--- src/rtl/mdio_peripheral.sv ---
// PHY-side Clause 22 MDIO slave: decodes controller frames, strobes a local
// register bank for writes, and serialises register data back for reads.
module mdio_peripheral #(
  parameter logic [4:0] PHY_ADDR = 5'd1
) (
  input  logic        clk,
  input  logic        reset,
  input  logic        mdc,
  input  logic        mdio_in,
  output logic        mdio_out,
  output logic        mdio_oe,
  output logic [4:0]  reg_addr,
  output logic        reg_wr_en,
  output logic [15:0] reg_wr_data,
  output logic        reg_rd_en,
  input  logic [15:0] reg_rd_data,
  output logic        busy,
  output logic        frame_err
);

  typedef enum logic [2:0] {
    IDLE,
    ST1,
    HDR,
    TA_WR,
    WDATA,
    TA_RD,
    RDATA,
    SKIP
  } state_t;

  state_t      state_reg, state_next;
  logic        mdc_q;
  logic        rise, fall;
  logic [4:0]  count_reg, count_next;
  logic [14:0] shift_reg, shift_next;
  logic [15:0] tx_reg, tx_next;
  logic        ta_reg, ta_next;
  logic        latch_reg;
  logic        mdio_out_reg, mdio_out_next;
  logic        mdio_oe_reg, mdio_oe_next;
  logic [4:0]  reg_addr_reg, reg_addr_next;
  logic        reg_wr_en_reg, reg_wr_en_next;
  logic [15:0] reg_wr_data_reg, reg_wr_data_next;
  logic        reg_rd_en_reg, reg_rd_en_next;
  logic        frame_err_reg, frame_err_next;

  logic [11:0] hdr;
  logic [1:0]  op;
  logic [4:0]  phyad;
  logic [4:0]  regad;
  logic [15:0] wdata;

  assign rise  = mdc & ~mdc_q;
  assign fall  = ~mdc & mdc_q;

  // Header/data words as they stand including the bit sampled on this rise.
  assign hdr   = {shift_reg[10:0], mdio_in};
  assign op    = hdr[11:10];
  assign phyad = hdr[9:5];
  assign regad = hdr[4:0];
  assign wdata = {shift_reg, mdio_in};

  always_ff @(posedge clk or posedge reset) begin
    if (reset) begin
      state_reg       <= IDLE;
      mdc_q           <= 1'b0;
      count_reg       <= 5'd0;
      shift_reg       <= 15'd0;
      tx_reg          <= 16'd0;
      ta_reg          <= 1'b0;
      latch_reg       <= 1'b0;
      mdio_out_reg    <= 1'b0;
      mdio_oe_reg     <= 1'b0;
      reg_addr_reg    <= 5'd0;
      reg_wr_en_reg   <= 1'b0;
      reg_wr_data_reg <= 16'd0;
      reg_rd_en_reg   <= 1'b0;
      frame_err_reg   <= 1'b0;
    end else begin
      state_reg       <= state_next;
      mdc_q           <= mdc;
      count_reg       <= count_next;
      shift_reg       <= shift_next;
      tx_reg          <= tx_next;
      ta_reg          <= ta_next;
      latch_reg       <= reg_rd_en_reg;
      mdio_out_reg    <= mdio_out_next;
      mdio_oe_reg     <= mdio_oe_next;
      reg_addr_reg    <= reg_addr_next;
      reg_wr_en_reg   <= reg_wr_en_next;
      reg_wr_data_reg <= reg_wr_data_next;
      reg_rd_en_reg   <= reg_rd_en_next;
      frame_err_reg   <= frame_err_next;
    end
  end

  always_comb begin
    state_next       = state_reg;
    count_next       = count_reg;
    shift_next       = shift_reg;
    tx_next          = tx_reg;
    ta_next          = ta_reg;
    mdio_out_next    = mdio_out_reg;
    mdio_oe_next     = mdio_oe_reg;
    reg_addr_next    = reg_addr_reg;
    reg_wr_data_next = reg_wr_data_reg;
    reg_wr_en_next   = 1'b0;
    reg_rd_en_next   = 1'b0;
    frame_err_next   = 1'b0;

    // Bank answers one clk after the strobe; capture it well before data bits.
    if (latch_reg) tx_next = reg_rd_data;

    case (state_reg)
      IDLE: begin
        if (rise && !mdio_in) state_next = ST1;
      end
      ST1: begin
        if (rise && mdio_in) begin
          state_next = HDR;
          count_next = 5'd12;
        end
      end
      HDR: begin
        if (rise) begin
          shift_next = {shift_reg[13:0], mdio_in};
          count_next = count_reg - 5'd1;
          if (count_reg == 5'd1) begin
            ta_next = 1'b0;
            if (phyad != PHY_ADDR || op == 2'b00 || op == 2'b11) begin
              frame_err_next = 1'b1;
              state_next     = SKIP;
              count_next     = 5'd18;
            end else if (op == 2'b01) begin
              reg_addr_next = regad;
              state_next    = TA_WR;
              count_next    = 5'd2;
            end else begin
              reg_addr_next  = regad;
              reg_rd_en_next = 1'b1;
              state_next     = TA_RD;
            end
          end
        end
      end
      TA_WR: begin
        if (rise) begin
          ta_next    = mdio_in;
          count_next = count_reg - 5'd1;
          if (count_reg == 5'd1) begin
            count_next = 5'd16;
            if ({ta_reg, mdio_in} == 2'b10) begin
              state_next = WDATA;
            end else begin
              frame_err_next = 1'b1;
              state_next     = SKIP;
            end
          end
        end
      end
      WDATA: begin
        if (rise) begin
          shift_next = {shift_reg[13:0], mdio_in};
          count_next = count_reg - 5'd1;
          if (count_reg == 5'd1) begin
            reg_wr_data_next = wdata;
            reg_wr_en_next   = 1'b1;
            state_next       = IDLE;
          end
        end
      end
      TA_RD: begin
        // First turnaround bit belongs to the controller; we drive the second as 0.
        if (fall) begin
          if (!ta_reg) begin
            ta_next = 1'b1;
          end else begin
            mdio_oe_next  = 1'b1;
            mdio_out_next = 1'b0;
            state_next    = RDATA;
            count_next    = 5'd16;
          end
        end
      end
      RDATA: begin
        if (fall) begin
          if (count_reg != 5'd0) begin
            mdio_oe_next  = 1'b1;
            mdio_out_next = tx_reg[15];
            tx_next       = {tx_reg[14:0], 1'b0};
            count_next    = count_reg - 5'd1;
          end else begin
            mdio_oe_next  = 1'b0;
            mdio_out_next = 1'b0;
            state_next    = IDLE;
          end
        end
      end
      SKIP: begin
        if (rise) begin
          count_next = count_reg - 5'd1;
          if (count_reg == 5'd1) state_next = IDLE;
        end
      end
      default: state_next = IDLE;
    endcase
  end

  assign mdio_out    = mdio_out_reg;
  assign mdio_oe     = mdio_oe_reg;
  assign reg_addr    = reg_addr_reg;
  assign reg_wr_en   = reg_wr_en_reg;
  assign reg_wr_data = reg_wr_data_reg;
  assign reg_rd_en   = reg_rd_en_reg;
  assign frame_err   = frame_err_reg;
  assign busy        = (state_reg != IDLE);

endmodule

--- config.mk ---
export PLATFORM = sky130hd
export DESIGN_NAME = mdio_peripheral
export DESIGN_NICKNAME = d
export VERILOG_FILES = /design/src/rtl/mdio_peripheral.sv
export SDC_FILE = /design/constraint.sdc
export NUM_CORES = 1
export LEC_CHECK = 0
export ABC_AREA = 1
export CELL_PAD_IN_SITES_DETAIL_PLACEMENT = 1
export CELL_PAD_IN_SITES_GLOBAL_PLACEMENT = 1
export CORE_MARGIN = 2
export CORE_UTILIZATION = 43
export CTS_CLUSTER_SIZE = 24
export DETAILED_ROUTE_END_ITERATION = 10
export PLACE_DENSITY_LB_ADDON = 0.05
export SLEW_MARGIN = 20
export SYNTH_ARGS = -nofsm -noshare
export SYNTH_HDL_FRONTEND = slang
export SYNTH_SLANG_ARGS = --single-unit
--- constraint.sdc ---
create_clock -name clk -period 6.15 [get_ports clk]
set_clock_uncertainty 0.2 [all_clocks]
set_input_delay 0.9225 -clock clk [delete_from_list [all_inputs] [get_ports clk]]
set_output_delay 0.9225 -clock clk [all_outputs]
set_load 0.005 [all_outputs]
-- After elaboration in Yosys (flattened, before gate mapping)
Index checks and enable logic that the tools add are counted.
- register bits after elaboration: 68
- $add $sub $neg: 1
- eq/ne operators: 25
- multiplexer cells: 63
- bitwise logic cells: 5
- reduce and logical (&&, ||, !) cells: 21
- operator list (operator ; count):
    $mux W16 ; 4
    $mux W5 ; 12
    $mux W3 ; 14
    $pmux W5 S6 ; 1
    $mux W1 ; 26
    $ne A2 B2 Y1 const B ; 11
    $pmux W3 S7 ; 1
    $eq A3 B3 Y1 const B ; 4
    $reduce_and A12 Y1 ; 1
    $reduce_and A9 Y1 ; 1
    $reduce_and A4 Y1 ; 2
    $eq A3 B2 Y1 const B ; 2
    $pmux W1 S2 ; 3
    $reduce_bool A3 Y1 ; 2
    $reduce_bool A6 Y1 ; 1
    $eq A5 B1 Y1 const B ; 1
    $ne A5 B1 Y1 const B ; 1
    $reduce_and A5 Y1 ; 1
    $reduce_bool A5 Y1 ; 1
    $sub A5 B1 Y5 const B ; 1
    $eq A2 B2 Y1 const B ; 2
    $ne A2 B1 Y1 const B ; 2
    $reduce_or A2 Y1 ; 2
    $eq A3 B1 Y1 const B ; 1
    other kinds (13) ; 18

-- Logic depth before layout (Yosys ltp)
Gate-level depths: netlist of the first run.
- depth after elaboration: 7
- gate-level depth with buffers: 11
- gate-level depth less buffers: 11

-- Worst setup path after synthesis of the first run
No wires, ideal clock.
- kind: input to register
- from: in mdc
- to: reg state_reg[1]
- library setup time: 117 ps
- arrival time: 1757 ps
- path slack: 4076 ps
- cell stages on the path: 9
- buffers on the path: 0
- cell sequence: inv_1 nor2_2 inv_1 nor2_1 o21ai_1 a21oi_1 nand2_1 nand2_1 nand2_1
- longest elaborated chain between the ends: 4
- elaborated cells on any way between the ends: 13
- classes of those cells: eq/ne: 7; bitwise: 3; reduce/logical: 3
- ends and longest elaborated chain (element ; line ; text):
    start: declaration ; 8 ; input logic mdc,
    $and A1 B1 Y1 or $not A1 Y1 (tied branches) ; 54, 55 ;
    $logic_and A1 B1 Y1, or another cell as far along ; 120 ; if (rise && mdio_in) begin
    $ne A2 B2 Y1 (no line) ; -- ;
    $reduce_and A12 Y1 (no line) * ; -- ;
    end signal: assignment ; 81 ; state_reg <= state_next;
    end: declaration ; 32 ; state_t state_reg, state_next;
Every way passes the cells marked *; elsewhere a longest branch is shown, timed or not.
A chain may end at the register's enable or synchronous reset.

-- Worst setup path in the final report of the first run
- from: reg state_reg[2]
- to: out busy
- longest elaborated chain between the ends: 1
- ends and longest elaborated chain (element ; line ; text):
    $reduce_bool A3 Y1 ; 217 ; assign busy = (state_reg != IDLE);
    end: declaration ; 17 ; output logic busy,
Every way passes these cells.

==> impl_metrics.py, run 1 <==
metrics = {
    "run_status": {
        "status": "complete, no violations",
    },
    "detailed_routing": {
        "post-route-drc-count": 0,
        "first_pass_iters": 4,
        "viasPerCell": 4.90,
        "antenna_left": 0,
        "wl_per_cell_um": 14.1,
        "drt-initial-drc-count": 153,
        "vias": 2672,
        "wirelength_um": 7660,
    },
    "synthesis": {
        "synth_cells": 397,
        "synth_edf_count": 0,
        "synth.area.top_cells": "dfrtp_1 53%, nand2_1 15%, o21ai_0 7.8%",
        "synth_top_flop_cell": "dfrtp_1",
        "synth.net_count": 419,
        "synth_cell_types": 24,
        "syn-cell-area_um2": 3210,
        "ys_seq_elements": 68,
        "synth_top_area_share_pct": 53.0,
        "yosysTopAreaCell": "dfrtp_1",
        "yosys_warnings": 0,
        "async_flop_share_pct": 100,
        "synth_seq_area_share_pct": 53.0,
        "postSynthAreaPerCell_um2": 8.08,
    },
    "layout": {
        "area_growth_pct": 21.7,
        "final_common_cell": "nand2_1",
        "drive_above_1_share_pct": 10.1,
        "nFillCells": 904,
        "final_cell_mix": "128 x nand2_1, 68 x dfrtp_1, 50 x o21ai_0, 46 x clkdlybuf4s50_1, 45 x inv_1",
        "finalNonFillerCells": 545,
        "nets": 463,
        "diodes": 0,
    },
    "setup_path": {
        "crit_required_ns": 5.03,
        "path_max_fanout": 12,
        "cp-start-kind": "register",
        "cpMaxStageDelayCell": "dfrtp_1",
        "worstReg2RegStart": "state_reg[2]$_DFFE_PP0P_",
        "arrival_ns": 1.76,
        "worstSetupPathType": "register to output pin",
        "worst_path_largest_cell_delay_ns": 0.55,
        "cp_cell_sequence": "nor2_2 > nand2_1 > clkdlybuf4s50_1",
        "crit_path_end_kind": "output pin",
        "cp-startpoint": "state_reg[2]$_DFFE_PP0P_",
    },
    "clock_tree": {
        "cts.sinks": 68,
        "cts_buffers": 9,
        "postCtsSetupBuffers": 0,
        "cts_resized": 0,
        "hold_buffers": 0,
        "clock_tree.root_cell": "clkbuf_8",
        "cts_tree": "yes",
        "cts_buffer_depth": 2,
        "clk-insertion-delay-late_ns": 0.34,
        "h-tree-depth": 3,
        "clk_pin_slew_ns": 0.08,
    },
    "floorplan": {
        "ios": 47,
        "std_cell_rows": 31,
        "die_h_um": 90.4,
        "die_x_um": 90.4,
        "coreArea_um2": 7250,
        "start_util_pct": 44.2,
        "dieArea_um2": 8170,
    },
    "global_routing": {
        "grt_pass1_wl_um": 13500,
        "antenna_found_initial": 0,
        "grt_max_degree": 69,
        "grt_overflow": 0,
        "grtUsageTotal_pct": 20.4,
        "grt_pass1_vias": 2892,
    },
    "timing": {
        "timing.fmax_ghz": 0.346,
        "finalSetupTns_ns": 0,
        "hold_viol_final": 0,
        "tightest_slew_ns": 0.855,
        "report.final.slew_viol_count": 0,
        "min_period_ns": 2.89,
        "relSlewSlack_pct": 43.0,
        "rsz0062_at_grt": "false",
        "hold_slack_ns": 0.216,
        "fin_crit_sh_pct": 46.9,
        "setup_viol": 0,
    },
    "place": {
        "port_buffers": 46,
        "place_inst": 528,
        "dp_hpwl_um": 5340,
        "gp_congestion": 0.862,
    },
    "worst_hold_path": {
        "hold_start": "reg_rd_en$_DFF_PP0_",
        "min_path_type": "register to register",
    },
    "pwr": {
        "p_leak_nw": 1.86,
        "p_switching_mw": 0.557,
        "peakVddDrop_mv": 0.175,
        "combPwrFrac_pct": 34.0,
        "swShare_pct": 39.3,
        "totalPowerFinal_mw": 1.42,
        "seqPwrFrac_pct": 43.2,
        "intPower_mw": 0.862,
        "p_per_area_nw_per_um2": 363,
        "power_frac_clock_pct": 22.9,
    },
    "flow_run": {
        "cap_violations": 0,
    },
}
-- area by class of cell --
class                           count  area, µm²  share of cell area (%)
Multi-Input combinational cell    263       1240                    31.8
Clock inverter                      5       37.5                   0.961
Inverter                           51        191                    4.90
Clock buffer                       11        131                    3.36
Sequential cell                    68       1700                    43.6
Timing Repair Buffer               48        479                    12.3
Tap cell                           99        124                    3.17
-- kinds of logic (layout without fill, tap and decap cells) --
family | after synthesis | count (layout) | share of synthesized area [%]
flip-flops | 68 | 68 | 53.0
XOR/XNOR | 3 | 3 | 0.819
AND/OR/NAND/NOR | 170 | 170 | 21.9
adder cells (fa/ha/maj) | 2 | 2 | 0.780
AO/OA/AOI/OAI | 88 | 88 | 15.2
buffers and inverters | 66 | 115 | 8.30
-- metrics by stage --
| stage | utilization [%] | worst slack, ns | area (µm²) |
|---|---|---|---|
| after floorplan | - | 3.32 | 3210 |
| final | 53.9 | 3.26 | 3910 |
| after detailed placement | 51.4 | 2.95 | 3730 |
| after global placement | 51.4 | 3.13 | 3730 |
| after CTS | 53.7 | 3.24 | 3890 |
| after global routing | 53.9 | 3.17 | 3910 |
-- cell usage after synthesis (all sizes together) (2+ instances only) --
| master | number |
|---|---|
| dfrtp | 68 |
| xor2 | 3 |
| nand4 | 2 |
| nand2 | 131 |
| nor2 | 22 |
| o21ai | 78 |
| nand3 | 12 |
| clkbuf | 8 |
| nor3 | 2 |
| ha | 2 |
| buf | 7 |
| a21oi | 8 |
| inv | 51 |
-- power groups by stage --
| stage | Sequential [mW] | Clock (mW) | Combinational, mW |
|---|---|---|---|
| detailed placement | 0.620 | 0 | 0.481 |
| global route | 0.625 | 0.352 | 0.568 |
| finish | 0.613 | 0.325 | 0.482 |
| global placement | 0.615 | 0 | 0.459 |
| floorplan | 0.589 | 0 | 0.373 |
| CTS | 0.613 | 0.334 | 0.489 |
-- worst paths after layout --
check	to	slack (ns)	cells past startpoint
min	latch_reg$_DFF_PP0_	0.22	0
min in group asynchronous	reg_addr[2]$_DFFE_PP0P_	0.96	3
min reg2reg	latch_reg$_DFF_PP0_	0.22	0
max reg2reg	reg_addr[2]$_DFFE_PP0P_	3.95	7
max in group asynchronous	reg_wr_data[10]$_DFFE_PP0P_	4.23	3
max	busy	3.26	3
-- per-layer routing --
layer,track usage (%),share of wire [%],vias to the layer above
li1,-,-,1338
met1,26.2,47,1273
met2,34.0,49,46
met3,3.59,2.7,15
met4,8.59,1.7,0
met5,0,0,-
-- critical path: cells and delay by family, from the launching register on --
| family | cells | cell delay [ns] |
|---|---|---|
| flops | 1 | 0.55 |
| buf+inv | 1 | 0.47 |
| simple gates | 2 | 0.41 |
(Power assumes the default switching activity.)
==> inputs of run 2 (changes only) <==
--- a/config.mk
+++ b/config.mk
@@ -9,7 +9,7 @@
 export CELL_PAD_IN_SITES_DETAIL_PLACEMENT = 1
 export CELL_PAD_IN_SITES_GLOBAL_PLACEMENT = 1
 export CORE_MARGIN = 2
-export CORE_UTILIZATION = 43
+export CORE_UTILIZATION = 40
 export CTS_CLUSTER_SIZE = 24
 export DETAILED_ROUTE_END_ITERATION = 10
 export PLACE_DENSITY_LB_ADDON = 0.05
==> constraint.sdc (replaced) <==
create_clock -name clk -period 3 [get_ports clk]
set_clock_uncertainty 0.2 [all_clocks]
set_input_delay 0.45 -clock clk [delete_from_list [all_inputs] [get_ports clk]]
set_output_delay 0.45 -clock clk [all_outputs]
set_load 0.005 [all_outputs]
==> impl_metrics.py, run 2 (synthesis results as in run 1) <==
metrics = {
    "run_status": {
        "status": "complete, no violations",
    },
    "setup_path": {
        "critPathTopFamily": "flip-flops",
        "cp_cell_sequence": "nor2_2 > nand2_1 > clkdlybuf4s50_1",
        "path_buf_inv": 1,
        "path_max_fanout": 12,
        "cp-start-kind": "register",
        "crit_required_ns": 2.35,
        "worst_path_largest_cell_delay_ns": 0.61,
        "worstSetupPathType": "register to output pin",
        "crit_path_end_kind": "output pin",
        "arrival_ns": 1.75,
        "cpMaxStageDelayCell": "dfrtp_1",
    },
    "timing": {
        "finalSetupTns_ns": 0,
        "setup_viol": 0,
        "hold_slack_ns": 0.132,
        "timing.fmax_ghz": 0.416,
        "fin_crit_sh_pct": 80.1,
        "tightest_slew_ns": 0.866,
        "fin_ws_ns": 0.596,
        "min_period_ns": 2.40,
        "report.final.slew_viol_count": 0,
        "relSlewSlack_pct": 42.3,
        "rsz0062_at_grt": "false",
        "hold_viol_final": 0,
    },
    "global_routing": {
        "antenna_found_initial": 0,
        "grtUsageTotal_pct": 19.9,
        "grt_overflow": 0,
        "grt_max_degree": 62,
        "grtUsageMet3_pct": 5.24,
        "grt_use_met1_pct": 27.0,
        "use_met2_pct": 31.2,
        "grt_pass1_vias": 2743,
        "grt_pass1_wl_um": 13500,
        "grt_busiest_layer": "met2",
    },
    "floorplan": {
        "coreArea_um2": 7770,
        "std_cell_rows": 32,
        "dieArea_um2": 8760,
        "ios": 47,
        "die_x_um": 93.6,
        "start_util_pct": 41.3,
        "die_h_um": 93.6,
    },
    "detailed_routing": {
        "drt-initial-drc-count": 105,
        "viasPerCell": 4.86,
        "post-route-drc-count": 0,
        "wl_per_cell_um": 14.1,
        "antenna_left": 0,
        "wirelength_um": 7720,
        "first_pass_iters": 4,
        "vias": 2669,
    },
    "clock_tree": {
        "clk-insertion-delay-late_ns": 0.35,
        "postCtsSetupBuffers": 0,
        "cts.sinks": 68,
        "h-tree-depth": 3,
        "hold_buffers": 0,
        "clock_tree.root_cell": "clkbuf_8",
        "cts_buffer_depth": 2,
        "clk_pin_slew_ns": 0.08,
        "cts_resized": 0,
        "cts_tree": "yes",
        "cts_buffers": 9,
    },
    "layout": {
        "drive_above_1_share_pct": 10.5,
        "regArea_um2": 1700,
        "multi_input_area_um2": 1240,
        "nFillCells": 975,
        "fin_util_pct": 50.7,
        "final_common_cell": "nand2_1",
        "diodes": 0,
        "nets": 464,
        "final_cell_mix": "128 x nand2_1, 68 x dfrtp_1, 50 x o21ai_0, 46 x clkdlybuf4s50_1, 45 x inv_1",
        "area_growth_pct": 22.6,
    },
    "pwr": {
        "peakVddDrop_mv": 0.295,
        "p_leak_nw": 1.87,
        "totalPowerFinal_mw": 2.95,
        "p_per_area_nw_per_um2": 749,
    },
    "place": {
        "dp_hpwl_um": 5400,
        "port_buffers": 46,
        "gp_congestion": 0.819,
        "dpl_worst_slack_ns": 0.426,
    },
    "worst_hold_path": {
        "min_path_type": "primary input to async pin",
    },
    "flow_run": {
        "cap_violations": 0,
    },
}
==> run 2: routing by layer <==
metal	routed length, µm	part of all wire, %	vias to the layer above
li1	-	-	1340
met1	3710	48	1283
met2	3630	47	37
met3	278	3.6	9
met4	102	1.3	0
met5	0	0	-
==> run 2: power breakdown <==
group / internal [mW] / leakage, nW / switching [mW]
clock network: 0.324 / 0.0820 / 0.377
registers: 1.11 / 0.874 / 0.141
logic: 0.360 / 0.912 / 0.637
==> run 2: stage by stage <==
step,std cells,area [µm²]
after floorplan,397,3210
after global placement,533,3760
after detailed placement,533,3760
after CTS,549,3940
after global routing,549,3940
final,549,3940
==> run 2: worst register-to-register path: stages, from the launching register on <==
cell	delay, ns
dfrtp_1	0.61
inv_1	0.10
nand2_2	0.15
inv_2	0.07
nand3_1	0.14
or2_0	0.59
nand2_1	0.16
o21ai_2	0.09
==> run 2: final cells by class <==
type	instances	share of cell area (%)
Sequential cell	68	43.2
Multi-Input combinational cell	263	31.5
Timing Repair Buffer	49	12.6
Inverter	51	4.86
Clock buffer	11	3.59
Tap cell	102	3.24
Clock inverter	5	0.922
==> run 2: path summary, 6_finish.rpt <==
path	startpoint	end	slack, ns	cells after the start
worst max-delay path	state_reg[2]$_DFFE_PP0P_	busy	0.60	3
worst min-delay path	reset	shift_reg[2]$_DFFE_PP0P_	0.13	2
worst max register to register	state_reg[2]$_DFFE_PP0P_	reg_addr[2]$_DFFE_PP0P_	0.81	7
worst min register to register	reg_rd_en$_DFF_PP0_	latch_reg$_DFF_PP0_	0.18	0
max in group asynchronous	reset	tx_reg[10]$_DFF_PP0_	1.90	3
min in group clk	reg_rd_en$_DFF_PP0_	latch_reg$_DFF_PP0_	0.18	0
